### src/rtl/i2s_stereo_rx.sv
// i2s_stereo_rx: I2S receiver for the MT32pi audio link. It synchronizes and
// debounces the asynchronous bclk/ws/data pins, deserializes left-aligned
// words, and emits an atomic L/R pair with a one-cycle valid strobe. If bclk
// stops for TIMEOUT cycles, the outputs are muted and the link drops.
module i2s_stereo_rx #(
  parameter int WIDTH   = 16,
  parameter int TIMEOUT = 4096
) (
  input  logic             clk,
  input  logic             reset,
  input  logic             bclk_in,
  input  logic             ws_in,
  input  logic             data_in,
  output logic [WIDTH-1:0] sample_l,
  output logic [WIDTH-1:0] sample_r,
  output logic             sample_valid,
  output logic             active
);

  localparam int CW = $clog2(WIDTH + 1);
  localparam int TW = $clog2(TIMEOUT);
  localparam logic [CW-1:0] CMAX  = CW'(WIDTH);
  localparam logic [TW-1:0] TLAST = TW'(TIMEOUT - 1);

  logic [1:0]       bclk_sy, ws_sy, data_sy;
  logic             bclk_p, bclk_db, bclk_dq;
  logic             bclk_edge;
  logic             ws, data;

  logic [WIDTH-1:0] sbuf, held_l, word, ins;
  logic [CW-1:0]    cnt;
  logic [TW-1:0]    tcnt;
  logic             ws_prev, ws_seen, synced;

  // Two-flop synchronizers on all three pins. bclk is also debounced: its
  // level moves only after two consecutive synchronized samples agree.
  always_ff @(posedge clk or posedge reset) begin
    if (reset) begin
      bclk_sy <= '0;
      ws_sy   <= '0;
      data_sy <= '0;
      bclk_p  <= 1'b0;
      bclk_db <= 1'b0;
      bclk_dq <= 1'b0;
    end else begin
      bclk_sy <= {bclk_sy[0], bclk_in};
      ws_sy   <= {ws_sy[0], ws_in};
      data_sy <= {data_sy[0], data_in};
      bclk_p  <= bclk_sy[1];
      if (bclk_sy[1] == bclk_p) bclk_db <= bclk_sy[1];
      bclk_dq <= bclk_db;
    end
  end

  assign bclk_edge = bclk_db & ~bclk_dq;
  assign ws        = ws_sy[1];
  assign data      = data_sy[1];

  // The word as it would stand after storing the current bit. Bits past
  // WIDTH are dropped, and unfilled LSBs stay zero.
  always_comb begin
    ins  = {data, {(WIDTH-1){1'b0}}} >> cnt;
    word = sbuf;
    if (cnt < CMAX) word = sbuf | ins;
  end

  // Serial capture, word-boundary handling, pair commit, and link timeout.
  // ws_seen makes the first edge after reset or timeout only record ws. This
  // keeps a mid-word restart from looking like a boundary and committing a
  // partial word.
  always_ff @(posedge clk or posedge reset) begin
    if (reset) begin
      sample_l     <= '0;
      sample_r     <= '0;
      sample_valid <= 1'b0;
      active       <= 1'b0;
      sbuf         <= '0;
      held_l       <= '0;
      cnt          <= '0;
      tcnt         <= '0;
      ws_prev      <= 1'b0;
      ws_seen      <= 1'b0;
      synced       <= 1'b0;
    end else begin
      sample_valid <= 1'b0;
      if (bclk_edge) begin
        tcnt <= '0;
        if (!ws_seen) begin
          ws_seen <= 1'b1;
          ws_prev <= ws;
        end else if (ws == ws_prev) begin
          sbuf <= word;
          if (cnt < CMAX) cnt <= cnt + 1'b1;
        end else begin
          // Boundary: this bit is the ending word's LSB and is already in 'word'.
          ws_prev <= ws;
          if (synced) begin
            if (!ws_prev) begin
              held_l <= word;
            end else begin
              sample_l     <= held_l;
              sample_r     <= word;
              sample_valid <= 1'b1;
              active       <= 1'b1;
            end
          end else begin
            held_l <= '0;
          end
          sbuf   <= '0;
          cnt    <= '0;
          synced <= 1'b1;
        end
      end else if (tcnt == TLAST) begin
        // Link dead: mute and force a fresh alignment when bclk returns.
        active   <= 1'b0;
        sample_l <= '0;
        sample_r <= '0;
        synced   <= 1'b0;
        ws_seen  <= 1'b0;
        held_l   <= '0;
        sbuf     <= '0;
        cnt      <= '0;
      end else begin
        tcnt <= tcnt + 1'b1;
      end
    end
  end

endmodule

### config.mk
export PLATFORM = sky130hd
export DESIGN_NAME = i2s_stereo_rx
export DESIGN_NICKNAME = d
export VERILOG_FILES = /design/src/rtl/i2s_stereo_rx.sv
export SDC_FILE = /design/constraint.sdc
export NUM_CORES = 1
export LEC_CHECK = 0
export ABC_AREA = 1
export CAP_MARGIN = 20
export CORE_UTILIZATION = 39
export CTS_CLUSTER_DIAMETER = 80
export DETAILED_ROUTE_END_ITERATION = 8
export MAX_ROUTING_LAYER = met4
export REMOVE_ABC_BUFFERS = 1
export SYNTH_ARGS = -nofsm -noshare
export SYNTH_HDL_FRONTEND = slang
export SYNTH_SLANG_ARGS = --single-unit
### constraint.sdc
create_clock -name clk -period 6.79 [get_ports clk]
set_input_delay 1.358 -clock clk [delete_from_list [all_inputs] [get_ports clk]]
set_output_delay 1.358 -clock clk [all_outputs]
set_load 0.05 [all_outputs]
[Yosys cells after proc, flatten, opt, wreduce, memory -nomap -nowiden]
Index checks and enable logic that the tools add are counted.
Widths: inputs -> output; s select.
Storage, ports and cells
  register bits after elaboration: 95
  bits of input ports: 5
  output and inout bits: 34
  word-level logic and storage cells: 86
Cells by class
  add/subtract/negate cells: 2
  order comparisons: 1
  eq/ne operators: 11
  shifts and indexed selects: 1
  multiplexer cells: 44
  bitwise logic cells: 3
  reduce and logical (&&, ||, !) cells: 7
Operator list (count)
  $mux 16: 20
  $mux 5: 5
  $mux 12: 2
  $mux 1: 17
  $or 16x16->16: 1
  $shr 16x5->16: 1
  $add 12x1->12 const B: 1
  $eq 12x12->1 const B: 1
  $ne 2x1->1 const B: 3
  $ne 2x2->1 const B: 3
  $reduce_and 3->1: 2
  $add 5x1->5 const B: 1
  $lt 5x5->1 const B: 1
  $reduce_and 5->1: 1
  $reduce_and 2->1: 2
  $reduce_and 4->1: 1
  $ne 3x2->1 const B: 1
  $ne 3x3->1 const B: 1
  $eq 1x1->1: 2
  $reduce_bool 2->1: 1
  $and 1x1->1: 1
  $not 1->1: 1

[Longest topological paths before layout]
  word-level depth: 8
  depth in mapped cells: 9
  depth with buffers taken out: 8

[Worst setup path after synthesis]
Ideal clock, no wire load.
  path type: register to output
  start: register sample_l[0]
  end: output sample_l[0]
  arrival: 601 ps
  data required time: 5432 ps
  setup slack: 4831 ps
  cell stages (with the launch flop): 1
  buffers on the path: 0
  path through: dfrtp_1
RTL lines
  start, declared: RTL line 14  | output logic [WIDTH-1:0] sample_l,
  start signal, assigned: RTL line 101  | sample_l <= held_l;
No word-level cell between the ends.

[Worst setup path after layout]
  start: register sample_r[5]
  end: output sample_r[5]
RTL lines
  start, declared: RTL line 15  | output logic [WIDTH-1:0] sample_r,
  start signal, assigned: RTL line 102  | sample_r <= word;
No word-level cell between the ends.

==> results.yml <==
worst_setup_path:
  arrival_ns: 1.52
  crit_fanout: 2
  critPathTopFamily: "buffers and inverters"
  path_cells: "clkdlybuf4s50_1"
  reg2reg_depth: 7
  slowest_stage: "clkdlybuf4s50_1"
  critPathLaunchType: "flop"
  cp.required_ns: 5.43
  critical_path.max_stage_delay_ns: 0.81
  cp_num_buf_inv: 1
  path_depth: 1
  critPathKind: "reg2out"
  critPathCaptureType: "primary output"
clocking:
  worst_skew_pair.late_latency_ns: 0.34
  cts_htree_levels: 3
  cts_tree: "yes"
  postCtsSetupRepairBufs: 0
  cts.clk_slew.worst_paths_ns: 0.06
  cts_resized: 0
  hold_buffers: 0
  cts.sinks: 95
  cts_buffers: 9
  cts_root_buf: "clkbuf_16"
  clk_path_buf_depth: 2
drt:
  drt_pass1_iterations: 5
  wl_per_cell_um: 13.4
  vias_per_cell: 5.02
  drt_iter0_drc: 266
  drc_errors: 0
  via_count: 3535
  postRouteAntennaNets: 0
  routed_wirelength_um: 9410
timing:
  whs_ns: 0.349
  setup_viol: 0
  min_period_over_period: 0.424
  fmax_mhz: 347
  min_period_ns: 2.88
  finClkSkew_ns: 0.00830
  rsz0062_at_grt: "no"
  tightest_slew_ns: 0.908
  maxSlewViolCount: 0
  slew_headroom: 0.394
  final_hold_viol_count: 0
  finalSetupTns_ns: 0
power:
  internal-power_w: 0.000960
  vdd_ir_drop_max_mv: 0.135
  seqPwrFrac: 0.474
  power.total_w: 0.00132
  p_comb_frac: 0.129
  power_frac_clock: 0.397
  power.density_mw_per_mm2: 254
  power.leakage_nw: 2.55
  p_sw_w: 0.000365
  switching_share: 0.276
yosys:
  synth_top_area_frac: 0.531
  syn_area_per_cell_um2: 8.41
  synthFlopType: "dfrtp_1"
  ys_ff_latch: 95
  netlist_area_mm2: 0.00447
  yosysTopAreaCell: "dfrtp_1"
  synth_cell_type_count: 33
  syn_inst: 532
  ys_seq_area_frac: 0.531
  synth_edf_count: 0
  yosys_warnings: 0
  synthTopCellsByArea: "dfrtp_1, nand2_1, nand3_1, inv_1, nor2_1"
  synthArstFlopShare: 1.00
global_routing:
  grtUsageMet3: 0.0311
  antenna_found_initial: 0
  grt-ovfl-total: 0
  grt_use_met2: 0.270
  grt_pass1_vias: 3352
  grt_pass1_wl_um: 16600
  grt-busiest-layer: "met2"
  use_met1: 0.261
  grt_max_degree: 58
  track_usage: 0.185
finish:
  diodes: 0
  drive_gt1_frac: 0.0727
  final_cell_mix: "nand2_1, dfrtp_1, nand3_1"
  final_util: 0.473
  nNetsFinal: 566
  fill_cells: 1106
  area_delta_synth_final_pct: 16.5
  layout_commonest_cell: "nand2_1"
die:
  initial_utilization: 0.406
  rows: 38
  die-width_um: 109
  dieArea_mm2: 0.0119
  core-area_mm2: 0.0110
  fp.dieH_um: 109
  num_io_pins: 39
min_path:
  hold_depth: 0
  worstHoldPathType: "reg2reg"
place:
  dp_hpwl_um: 6020
  numPortBuffers: 38
  place_congestion: 0.794
run_status:
  status: "finished, final reports clean"
run:
  max_cap_viol_count: 0
==> path summary, 6_finish.rpt <==
path / startpoint / end / slack (ns)
max: sample_r[5] / sample_r[5] / 3.91
min: bclk_sy[0] / bclk_sy[1] / 0.35
max reg2reg: bclk_dq / sample_r[5] / 4.16
min reg2reg: bclk_sy[0] / bclk_sy[1] / 0.35
max in group asynchronous: reset / tcnt[7] / 4.27
min in group asynchronous: reset / sample_l[0] / 1.40
==> Yosys cell counts (all sizes together) (2+ instances only) <==
| master | instances |
|---|---|
| nand2 | 178 |
| dfrtp | 95 |
| nand3 | 93 |
| inv | 41 |
| nor2 | 33 |
| o21ai | 25 |
| buf | 20 |
| a21oi | 19 |
| nand4 | 6 |
| clkbuf | 5 |
| a31oi | 3 |
| nor3 | 3 |
| ha | 2 |
| o21bai | 2 |
==> power by group through the flow <==
stage | sequential (W) | clock (W) | combinational, W
global placement | 0.000636 | 0 | 0.000165
global route | 0.000633 | 0.000565 | 0.000194
finish | 0.000628 | 0.000527 | 0.000171
CTS | 0.000628 | 0.000543 | 0.000173
floorplan | 0.000653 | 0 | 0.000101
detailed placement | 0.000638 | 0 | 0.000172
==> area by class of cell <==
| cell class | count | area [um2] | share of cell area |
|---|---|---|---|
| clock buffer | 12 | 267 | 0.0511 |
| clock inverter | 4 | 52.6 | 0.0101 |
| inverter | 41 | 156 | 0.0300 |
| multi-input combinational | 371 | 1780 | 0.341 |
| sequential | 95 | 2380 | 0.456 |
| tap | 140 | 175 | 0.0336 |
| timing repair buffer | 41 | 407 | 0.0780 |
==> flip-flops by register name, summed over array words and instances (netlist names) <==
name          cells
bclk_sy           2
active            1
ws_seen           1
bclk_p            1
tcnt             12
ws_prev           1
ws_sy             2
cnt               5
bclk_db           1
sbuf             16
sample_l         16
sample_r         16
data_sy           2
held_l           16
synced            1
bclk_dq           1
sample_valid      1
==> cell families after synthesis <==
logic type	after synthesis	share of synthesized area
AOI/OAI and AO/OA	50	0.0621
xor gates and xnor gates	2	0.00392
adders and majority gates	3	0.00783
buffers and inverters	66	0.0713
DFF	95	0.531
and+or+nand+nor	316	0.324
==> per-stage QoR <==
stage	cell area [um2]	worst slack, ns	instances
final	5210	3.91	704
after global routing	5210	3.81	704
after CTS	5210	3.89	704
after detailed placement	4890	3.84	688
after global placement	4880	3.85	687
after floorplan	4310	2.95	507
==> per-layer routing <==
| metal | share of wire | vias up | wire length (um) |
|---|---|---|---|
| li1 | - | 1790 | - |
| met3 | 0.036 | 7 | 339 |
| met2 | 0.45 | 66 | 4230 |
| met5 | 0 | - | 0 |
| met1 | 0.50 | 1672 | 4740 |
| met4 | 0.011 | 0 | 99 |
No activity file was read; power rests on OpenSTA's default activity.
